**src/rtl/alu_pkg.sv**
```systemverilog
// -----------------------------------------------------------------------------
// alu_pkg
// Shared definitions for the ALU add/subtract datapath.
//   ADD / SUB  : opcode encodings for the op_sub input
//   seg_width  : carry-chain segment width for a given word width and depth
//   flags_t    : status flag bundle registered alongside the result
// -----------------------------------------------------------------------------
package alu_pkg;

   localparam logic ADD = 1'b0;
   localparam logic SUB = 1'b1;

   // Bits handled by one pipeline stage; width must divide evenly by stages.
   function automatic int seg_width(input int width, input int stages);
      return width / stages;
   endfunction

   typedef struct packed {
      logic cout;
      logic ovf;
      logic zero;
   } flags_t;

endpackage

```
**src/rtl/cla_segment.sv**
```systemverilog
// -----------------------------------------------------------------------------
// cla_segment
// Combinational carry-lookahead adder for one pipeline segment. Bits are
// split into GROUP-wide lookahead groups; inside a group every carry comes
// from the group-prefix generate/propagate terms, and group carries chain
// from one group to the next.
// Ports:
//   a_seg, b_seg [SEG-1:0] : operand bits (b already conditioned for subtract)
//   cin                    : carry into bit 0 of the segment
//   sum_seg [SEG-1:0]      : segment sum
//   cout                   : carry out of the segment MSB
//   c_msb                  : carry into the segment MSB (signed overflow term)
// -----------------------------------------------------------------------------
module cla_segment #(
   parameter int SEG   = 8,
   parameter int GROUP = 4
) (
   input  logic [SEG-1:0] a_seg,
   input  logic [SEG-1:0] b_seg,
   input  logic           cin,
   output logic [SEG-1:0] sum_seg,
   output logic           cout,
   output logic           c_msb
);

   localparam int NGRP = SEG / GROUP;

   logic [SEG-1:0] gen;
   logic [SEG-1:0] prop;
   logic [SEG-1:0] carry;

   assign gen  = a_seg & b_seg;
   assign prop = a_seg ^ b_seg;

   always_comb begin : p_lookahead
      logic grp_c;   // carry into the current group
      logic pre_g;   // prefix generate of the bits below idx inside the group
      logic pre_p;   // prefix propagate of the same bits
      // NOTE: every combinational output gets a value before any loop or
      // branch, so no path can leave it holding state (no latch).
      carry = '0;
      cout  = 1'b0;
      grp_c = cin;
      for (int j = 0; j < NGRP; j++) begin
         pre_g = 1'b0;
         pre_p = 1'b1;
         for (int i = 0; i < GROUP; i++) begin
            carry[j*GROUP + i] = pre_g | (pre_p & grp_c);
            pre_g = gen[j*GROUP + i] | (prop[j*GROUP + i] & pre_g);
            pre_p = pre_p & prop[j*GROUP + i];
         end
         grp_c = pre_g | (pre_p & grp_c);
      end
      cout = grp_c;
   end

   assign sum_seg = prop ^ carry;
   assign c_msb   = carry[SEG-1];

endmodule

```
**src/rtl/pipelined_addsub.sv**
```systemverilog
// -----------------------------------------------------------------------------
// pipelined_addsub
// Pipelined add/subtract with carry-in and signed/unsigned status flags.
// Operands are captured in an input register, then the carry chain is
// resolved one SEG-bit segment per stage over STAGES stages; the last stage
// forms the flags and loads the output register. Latency is STAGES cycles
// from the accepting edge. Bubbles travel with the pipeline; a stall at the
// output freezes every stage.
//
// Optional build macro: ADDSUB_SATURATE_EN adds the 'sat' input; a beat
// with sat = 1 whose signed result overflows is clamped to the signed limit.
//
// Ports:
//   clk, clr_n          : clock, synchronous active-low reset
//   in_valid / in_ready : operand handshake (in_ready never depends on in_valid)
//   a, b [WIDTH-1:0]    : operands
//   op_sub              : 0 = a + b + cin, 1 = a - b - cin (cin is borrow)
//   cin                 : carry-in / borrow-in
//   sat                 : clamp on signed overflow (ADDSUB_SATURATE_EN only)
//   out_valid/out_ready : result handshake
//   sum [WIDTH-1:0]     : result
//   cout                : carry out (add) / not-borrow (sub)
//   ovf                 : signed overflow
//   zero                : sum == 0
// WIDTH must be a multiple of STAGES, and GROUP must divide WIDTH/STAGES.
// -----------------------------------------------------------------------------
module pipelined_addsub
   import alu_pkg::*;
#(
   parameter int WIDTH  = 32,
   parameter int STAGES = 4,
   parameter int GROUP  = 4
) (
   input  logic             clk,
   input  logic             clr_n,
   input  logic             in_valid,
   output logic             in_ready,
   input  logic [WIDTH-1:0] a,
   input  logic [WIDTH-1:0] b,
   input  logic             op_sub,
   input  logic             cin,
`ifdef ADDSUB_SATURATE_EN
   input  logic             sat,
`endif
   output logic             out_valid,
   input  logic             out_ready,
   output logic [WIDTH-1:0] sum,
   output logic             cout,
   output logic             ovf,
   output logic             zero
);

   localparam int SEG = seg_width(WIDTH, STAGES);
   localparam int TOP = (STAGES - 1) * SEG;   // lowest bit of the last segment

   // Stage k registers feed segment k: operands (the skew), the carry into
   // segment k, and the sum bits already resolved below k*SEG.
   logic [STAGES-1:0]            vld_q, vld_d;
   logic [STAGES-1:0][WIDTH-1:0] opa_q, opa_d;
   logic [STAGES-1:0][WIDTH-1:0] opb_q, opb_d;
   logic [STAGES-1:0][WIDTH-1:0] part_q, part_d;
   logic [STAGES-1:0]            cy_q, cy_d;
`ifdef ADDSUB_SATURATE_EN
   logic [STAGES-1:0]            sat_q, sat_d;
`endif

   logic             out_valid_q, out_valid_d;
   logic [WIDTH-1:0] sum_q, sum_d;
   flags_t           flags_q, flags_d;

   logic [STAGES-1:0][SEG-1:0] seg_sum;
   logic [STAGES-1:0]          seg_cout;
   logic [STAGES-1:0]          seg_cmsb;

   logic             advance;
   logic [WIDTH-1:0] b_eff;
   logic             c0;
   logic [WIDTH-1:0] res;
   logic             res_cout;
   logic             res_ovf;

   // Subtract is a + ~b + ~borrow.
   assign b_eff = (op_sub == SUB) ? ~b : b;
   assign c0    = (op_sub == SUB) ? ~cin : cin;

   // The whole pipeline moves together unless a held result is refused.
   assign advance  = ~out_valid_q | out_ready;
   assign in_ready = advance;

   for (genvar k = 0; k < STAGES; k++) begin : g_seg
      cla_segment #(
         .SEG   (SEG),
         .GROUP (GROUP)
      ) u_seg (
         .a_seg   (opa_q[k][k*SEG +: SEG]),
         .b_seg   (opb_q[k][k*SEG +: SEG]),
         .cin     (cy_q[k]),
         .sum_seg (seg_sum[k]),
         .cout    (seg_cout[k]),
         .c_msb   (seg_cmsb[k])
      );
   end

`ifdef ADDSUB_SATURATE_EN
   localparam logic [WIDTH-1:0] SMAX = {1'b0, {(WIDTH-1){1'b1}}};
   localparam logic [WIDTH-1:0] SMIN = {1'b1, {(WIDTH-1){1'b0}}};
`endif

   // Last stage: assemble the full word and its flags.
   always_comb begin
      res              = part_q[STAGES-1];
      res[TOP +: SEG]  = seg_sum[STAGES-1];
      res_cout         = seg_cout[STAGES-1];
      res_ovf          = seg_cmsb[STAGES-1] ^ res_cout;
`ifdef ADDSUB_SATURATE_EN
      // Overflow with no carry out means two positives wrapped negative.
      if (sat_q[STAGES-1] && res_ovf) begin
         res = res_cout ? SMIN : SMAX;
      end
`endif
   end

   always_comb begin
      vld_d       = vld_q;
      opa_d       = opa_q;
      opb_d       = opb_q;
      part_d      = part_q;
      cy_d        = cy_q;
`ifdef ADDSUB_SATURATE_EN
      sat_d       = sat_q;
`endif
      out_valid_d = out_valid_q;
      sum_d       = sum_q;
      flags_d     = flags_q;

      if (advance) begin
         // Payloads load only behind a valid slot, so a bubble leaves the
         // previous contents (and the output fields) untouched.
         vld_d[0] = in_valid;
         if (in_valid) begin
            opa_d[0]  = a;
            opb_d[0]  = b_eff;
            cy_d[0]   = c0;
            part_d[0] = '0;
`ifdef ADDSUB_SATURATE_EN
            sat_d[0]  = sat;
`endif
         end

         for (int k = 1; k < STAGES; k++) begin
            vld_d[k] = vld_q[k-1];
            if (vld_q[k-1]) begin
               opa_d[k]                   = opa_q[k-1];
               opb_d[k]                   = opb_q[k-1];
               cy_d[k]                    = seg_cout[k-1];
               part_d[k]                  = part_q[k-1];
               part_d[k][(k-1)*SEG +: SEG] = seg_sum[k-1];
`ifdef ADDSUB_SATURATE_EN
               sat_d[k]                   = sat_q[k-1];
`endif
            end
         end

         out_valid_d = vld_q[STAGES-1];
         if (vld_q[STAGES-1]) begin
            sum_d        = res;
            flags_d.cout = res_cout;
            flags_d.ovf  = res_ovf;
            flags_d.zero = ~|res;
         end
      end
   end

   // Data registers are cleared too: the result fields must read zero
   // after reset, and a reset must wipe every in-flight beat.
   always_ff @(posedge clk) begin
      if (!clr_n) begin
         // NOTE: sequential state uses non-blocking assignments so every
         // register samples the pre-edge value of the others.
         vld_q       <= '0;
         opa_q       <= '0;
         opb_q       <= '0;
         part_q      <= '0;
         cy_q        <= '0;
`ifdef ADDSUB_SATURATE_EN
         sat_q       <= '0;
`endif
         out_valid_q <= 1'b0;
         sum_q       <= '0;
         flags_q     <= '0;
      end else begin
         vld_q       <= vld_d;
         opa_q       <= opa_d;
         opb_q       <= opb_d;
         part_q      <= part_d;
         cy_q        <= cy_d;
`ifdef ADDSUB_SATURATE_EN
         sat_q       <= sat_d;
`endif
         out_valid_q <= out_valid_d;
         sum_q       <= sum_d;
         flags_q     <= flags_d;
      end
   end

   // The last stage's operand bits below its segment and the MSB carries of
   // the lower segments have no reader; collecting them keeps that explicit.
   logic unused_bits;
   assign unused_bits = ^{opa_q[STAGES-1], opb_q[STAGES-1], seg_cmsb};

   assign out_valid = out_valid_q;
   assign sum       = sum_q;
   assign cout      = flags_q.cout;
   assign ovf       = flags_q.ovf;
   assign zero      = flags_q.zero;

endmodule

```
**config.mk**
```make
export PLATFORM = sky130hd
export DESIGN_NAME = pipelined_addsub
export DESIGN_NICKNAME = d
export VERILOG_FILES = /design/src/rtl/alu_pkg.sv /design/src/rtl/cla_segment.sv /design/src/rtl/pipelined_addsub.sv
export SDC_FILE = /design/constraint.sdc
export NUM_CORES = 1
export LEC_CHECK = 0
export CAP_MARGIN = 30
export CORE_UTILIZATION = 46
export DETAILED_ROUTE_END_ITERATION = 6
export PLACE_DENSITY_LB_ADDON = 0.1
export SLEW_MARGIN = 20
export SYNTH_ARGS = -nofsm -noshare
export SYNTH_HDL_FRONTEND = slang
export SYNTH_SLANG_ARGS = --single-unit
```
**constraint.sdc**
```tcl
create_clock -name clk -period 2.9 [get_ports clk]
set_input_delay 0.58 -clock clk [delete_from_list [all_inputs] [get_ports clk]]
set_output_delay 0.58 -clock clk [all_outputs]
set_load 0.01 [all_outputs]
```
## Word level (Yosys, flattened, before mapping)

Index checks and enable logic that the tools add are counted.
W data, S select, Z words.

| word-level totals | value |
|---|---|
| register bits | 348 |
| input bits | 70 |
| output and inout port bits | 37 |
| logic and storage cells | 183 |

| cells by class | value |
|---|---|
| muxes and demuxes | 2 |
| bitwise operators | 153 |
| reductions and logical operators | 7 |

Operators by type and width:

| kind | number |
|---|---|
| $and A1 B1 Y1 | 80 |
| $xor A8 B8 Y8 | 8 |
| $or A1 B1 Y1 | 57 |
| $and A8 B8 Y8 | 4 |
| $mux W32 | 1 |
| $not A32 Y32 | 1 |
| $reduce_or A32 Y1 | 1 |
| $reduce_and A2 Y1 | 5 |
| $not A1 Y1 | 2 |
| $logic_not A1 Y1 | 1 |
| $mux W1 | 1 |
| $xor A1 B1 Y1 | 1 |

## Logic depth before layout (Yosys ltp)

| logic depth | value |
|---|---|
| word-level depth | 13 |
| mapped depth | 11 |
| depth with buffers taken out | 11 |

## Modules after synthesis

A second synthesis with hierarchy kept.

| second synthesis, totals | value |
|---|---|
| cells, all modules | 1294 |
| area total of the unflattened synthesis | 11073.1 µm² |

By module, submodules not included:

| module | instances | cells an instance | area an instance (µm²) | seq. area each (µm²) |
|---|---|---|---|---|
| pipelined_addsub | 1 | 1110 | 9624.2 | 5044.8 |
| cla_segment at g_seg[1].u_seg ... | 2 | 45 | 366.6 | 0.0 |
| cla_segment at g_seg[3].u_seg | 1 | 46 | 359.1 | 0.0 |
| cla_segment at g_seg[0].u_seg | 1 | 48 | 356.6 | 0.0 |

## Worst setup path after synthesis

No wires, ideal clock.

| path | value |
|---|---|
| path type | register to register |
| from | reg opb_q[122] (netlist bit) |
| to | reg flags_q (netlist bit zero) |
| setup time | 70 ps |
| arrival time | 2622 ps |
| data required time | 2830 ps |
| path slack | 208 ps |
| cell stages (with the launch flop) | 12 |
| path through | dfxtp_1 > ha_1 > nand3_1 > a2bb2oi_2 > nor2b_1 > fa_1 > nor4b_1 > nand4_1 > nor4_1 > nand3_1 > or4_1 > a21boi_1 |

| between the ends | value |
|---|---|
| cells in the longest elaborated chain, start to end | 11 |
| elaborated cells between the ends (all ways) | 21 |
| classes of those cells | 19 x bitwise; 2 x reduce/logical |

Ends and longest elaborated chain:

| item | RTL line | source |
|---|---|---|
| start, declared | pipelined_addsub.sv:60 | `logic [STAGES-1:0][WIDTH-1:0] opb_q, opb_d;` |
| start signal, assigned | pipelined_addsub.sv:194 | `opb_q <= opb_d;` |
| $xor A8 B8 Y8 | cla_segment.sv:33 | `assign prop = a_seg ^ b_seg;` |
| $and A1 B1 Y1 | cla_segment.sv:49 | `pre_g = gen[j*GROUP + i] \| (prop[j*GROUP + i] & pre_g);` |
| $or A1 B1 Y1 | cla_segment.sv:49 |  |
| $and A1 B1 Y1 | cla_segment.sv:49 |  |
| $or A1 B1 Y1 | cla_segment.sv:49 |  |
| $or A1 B1 Y1 | cla_segment.sv:52 | `grp_c = pre_g \| (pre_p & grp_c);` |
| $and A1 B1 Y1 | cla_segment.sv:48 | `carry[j*GROUP + i] = pre_g \| (pre_p & grp_c);` |
| $or A1 B1 Y1 | cla_segment.sv:48 |  |
| $xor A8 B8 Y8 (*) | cla_segment.sv:57 | `assign sum_seg = prop ^ carry;` |
| $reduce_or A32 Y1 (*) | pipelined_addsub.sv:169 | `flags_d.zero = ~\|res;` |
| $logic_not A1 Y1 (*) | pipelined_addsub.sv:169 |  |
| end signal, assigned | pipelined_addsub.sv:202 | `flags_q <= flags_d;` |
| end, declared | pipelined_addsub.sv:69 | `flags_t flags_q, flags_d;` |

Every way passes the cells marked *; elsewhere a longest branch is shown, timed or not.
A chain may end at the register's enable or synchronous reset.

## Final worst setup path

| path | value |
|---|---|
| from | reg opa_q[122] (netlist bit) |
| to | reg flags_q (netlist bit zero) |

| between the ends | value |
|---|---|
| cells in the longest elaborated chain, start to end | 11 |
| elaborated cells between the ends (all ways) | 21 |
| classes of those cells | 19 x bitwise; 2 x reduce/logical |

Ends and longest elaborated chain:

| item | RTL line | source |
|---|---|---|
| start, declared | pipelined_addsub.sv:59 | `logic [STAGES-1:0][WIDTH-1:0] opa_q, opa_d;` |
| start signal, assigned | pipelined_addsub.sv:193 | `opa_q <= opa_d;` |
| $xor A8 B8 Y8 | cla_segment.sv:33 |  |
| $and A1 B1 Y1 | cla_segment.sv:49 |  |
| $or A1 B1 Y1 | cla_segment.sv:49 |  |
| $and A1 B1 Y1 | cla_segment.sv:49 |  |
| $or A1 B1 Y1 | cla_segment.sv:49 |  |
| $or A1 B1 Y1 | cla_segment.sv:52 |  |
| $and A1 B1 Y1 | cla_segment.sv:48 |  |
| $or A1 B1 Y1 | cla_segment.sv:48 |  |
| $xor A8 B8 Y8 (*) | cla_segment.sv:57 |  |
| $reduce_or A32 Y1 (*) | pipelined_addsub.sv:169 |  |
| $logic_not A1 Y1 (*) | pipelined_addsub.sv:169 |  |

Marked as above.

==> impl_metrics.env <==
export IMPL_status="finished, final reports clean"
export IMPL_post_dp_cell_area_um2=12100
export IMPL_cts_hold_buf=0
export IMPL_avgViaCountPerCell=4.90
export IMPL_holdCritPathClass="in -> reg"
export IMPL_power_per_cell_area_nw_per_um2=576
export IMPL_syn_area_per_cell_um2=8.69
export IMPL_endpoint_kind="register"
export IMPL_synthXorXnorAreaFrac=0.0408
export IMPL_slowest_stage="fa_1"
export IMPL_yosysUniqueCellTypes=38
export IMPL_slew_viol_final=0
export IMPL_cts_path_max_buffers=3
export IMPL_grt_total_usage=0.188
export IMPL_drt_iter0_drc=452
export IMPL_fmax_mhz=348
export IMPL_syn_nets=1343
export IMPL_cts_setup_buffers=0
export IMPL_worstMarginPinSlew_ns=0.838
export IMPL_synthSimpleGateAreaFrac=0.180
export IMPL_numCtsBuffers=27
export IMPL_grt_pass1_vias=7525
export IMPL_gp_congestion=0.737
export IMPL_synth_cells=1233
export IMPL_io_buffers=106
export IMPL_cp_cell_sequence="ha_4 > nand3_2 > a2bb2oi_2 > nor2b_1 > fa_1 > nor4b_4 > nand4_1 > nor4_2 > nand3_1 > or4_1 > a21boi_1"
export IMPL_cp_start_kind="register"
export IMPL_final_layout_size_suffix_gt1_frac=0.0694
export IMPL_drtAntennaViolNets=0
export IMPL_cts_tree="built"
export IMPL_die_h_um=155
export IMPL_hold_viol_final=0
export IMPL_n_fill_cell=2141
export IMPL_postLayoutCoreUtil=0.573
export IMPL_max_cap_violations=0
export IMPL_fin_nets=1418
export IMPL_p_leak_nw=5.08
export IMPL_synthToLayoutAreaGrowth_pct=21.8
export IMPL_clock_sinks=252
export IMPL_synth_fa_ha_area_frac=0.0523
export IMPL_synth_edf_count=0
export IMPL_finalClockSkew_ns=0.00678
export IMPL_overflow=0
export IMPL_htreeDepth=1
export IMPL_cts_root_buf="clkbuf_16"
export IMPL_ios=107
export IMPL_async_reset_ff_frac=0
export IMPL_die_w_um=155
export IMPL_dr_pass1_iters=4
export IMPL_vias=8026
export IMPL_grt_start_max_net_pins=79
export IMPL_die_area_um2=23900
export IMPL_core_area_um2=22800
export IMPL_synth_compound_area_share=0.216
export IMPL_wl_met2_um=8390
export IMPL_hpwl_um=14900
export IMPL_arrival_ns=3.32
export IMPL_clk_latency_ns=0.52
export IMPL_yosysSeqAreaShare=0.471
export IMPL_peakVddDrop_mv=0.313
export IMPL_top_layer="met5"
export IMPL_rows=55
export IMPL_slew_headroom=0.442
export IMPL_ys_seq_elements=252
export IMPL_rsz0062_at_grt="true"
export IMPL_syn_area_um2=10700
export IMPL_crit_fanout=3
export IMPL_synth_top_family_by_area="compound AO/OA/AOI/OAI gates"
export IMPL_finalCriticalPeriod_ns=2.87
export IMPL_setup_violations_final=0
export IMPL_start_util=0.471
export IMPL_wl_met1_um=12100
export IMPL_crit_type="reg -> reg"
export IMPL_ys_flop_type="dfxtp_1"
export IMPL_antenna_cells=0
export IMPL_antenna_found_initial=1
export IMPL_drc=0
export IMPL_synth_mux_area_frac=0.000934
export IMPL_worst_path_largest_cell_delay_ns=0.56
export IMPL_drt_wl_total_um=21700
export IMPL_grt_pass1_wl_um=37600
export IMPL_post_route_period_util=0.990
export IMPL_yosys_warnings=0
export IMPL_crit_required_ns=3.35
export IMPL_final_area_um2=13100
export IMPL_met3WireLength_um=904
export IMPL_wl_per_cell_um=13.2
export IMPL_cts_clk_slew_worst_paths_ns=0.06
[path summary, 6_finish.rpt]
| path | from | to | slack (ns) | depth (start not counted) |
|---|---|---|---|---|
| setup / recovery | opa_q[122]$_SDFFE_PN0P_ | zero$_SDFFE_PN0P_ | 0.03 | 11 |
| hold / removal | clr_n | opb_q[22]$_SDFFE_PN0P_ | 0.46 | 2 |
| setup reg to reg | opa_q[122]$_SDFFE_PN0P_ | zero$_SDFFE_PN0P_ | 0.03 | 11 |
| hold reg to reg | sum[9]$_SDFFE_PN0P_ | sum[9]$_SDFFE_PN0P_ | 0.46 | 2 |
[sequential cells by signal (all words and copies together) (netlist names)]
name / count
cout: 1
cy_q: 4
opa_q: 80
opb_q: 80
out_valid: 1
ovf: 1
part_q: 48
sum: 32
vld_q: 4
zero: 1
[placed cells by master, fill, tap and decap left out, types with 2 or more instances in the layout]
master	count
or4_1	2
o31ai_1	3
nand2_1	432
nor4_1	4
a2111oi_0	3
o211a_1	42
nor2_1	6
a21o_1	13
ha_1	28
o21bai_1	4
dfxtp_1	245
dfxtp_2	7
inv_1	19
nor2b_1	2
nand4b_1	3
nand3_1	13
o211ai_1	6
clkdlybuf4s50_1	104
a21boi_0	191
nand4_1	4
buf_12	4
o21a_1	5
fa_1	8
clkinv_2	2
and2_2	2
ha_4	4
xnor2_1	48
a21oi_1	12
clkbuf_8	9
and2_1	10
clkbuf_1	4
xor2_1	2
clkinvlp_4	2
clkbuf_16	27
o21ai_0	14
buf_4	24
[cells by family after synthesis]
logic type      after synthesis
compound gates              299
xor+xnor                     50
fa+ha+maj                    40
buf+inv                     107
flops                       252
mux                           1
simple gates                484
[through the flow]
step	std cells	setup slack [ns]	hold WS [ns]	TNS, ns	power [mW]
2_1_floorplan	1233	0.208	0.441	0	4.03
3_3_place_gp	1592	0.0822	0.451	0	4.24
3_5_place_dp	1592	-0.0541	0.456	-0.0541	4.24
4_1_cts	1638	0.0550	0.446	0	7.60
5_1_grt	1638	-0.178	0.456	-0.178	7.84
6_report	1638	0.0291	0.458	0	7.52
[where the power goes]
group          total, mW  internal, mW  switching (mW)
registers           3.63          3.57          0.0657
logic              0.534         0.271           0.263
clock network       3.35          2.01            1.34
total               7.52          5.85            1.67
[metal layers]
metal	vias up	global-route usage
met2	152	0.269
met4	2	0.0415
met1	3591	0.292
met5	-	0
li1	4248	-
met3	33	0.0291
[layout make-up]
| type | count | area [µm²] | share of cell area |
|---|---|---|---|
| flip-flops and latches | 252 | 5050 | 0.387 |
| inverters | 19 | 71.3 | 0.00546 |
| multi-input cells | 874 | 5340 | 0.409 |
| clock inverters | 6 | 63.8 | 0.00489 |
| clock buffers | 40 | 815 | 0.0624 |
| well taps | 313 | 392 | 0.0300 |
| repair buffers | 134 | 1320 | 0.101 |
[cells in the mapped netlist (all sizes together) (4+ instances only)]
cell type  number  area (µm²)
o21a            5        37.5
buf            19        87.6
and2           12        75.1
fa              8         160
nor2            6        22.5
dfxtp         252        5040
clkbuf         69         259
a21boi        192        1440
o211a          42         420
nand4           4        25.0
o211ai          6        45.0
nand2         432        1620
a2111oi         4        53.8
o21bai          4        30.0
o21ai          14        70.1
ha             32         400
inv            19        71.3
xnor2          48         420
nand3          14        70.1
nor4            5        31.3
a21oi          13        65.1
a21o           13        97.6
[worst max-delay path, delay by kind of cell, from the launching register on]
kind	cells	cell delay (ns)
and+or+nand+nor	7	1.35
adders and majority gates	2	0.85
DFF	1	0.33
AOI/OAI and AO/OA	2	0.26
[timing repair]
action                                  4_1_cts  5_1_grt
resized for setup                             1       15
hold endpoints to repair                      0        0
endpoints found under the setup margin        1        1
pin swaps                                     1        3
Power figures use the tool's default switching activity.
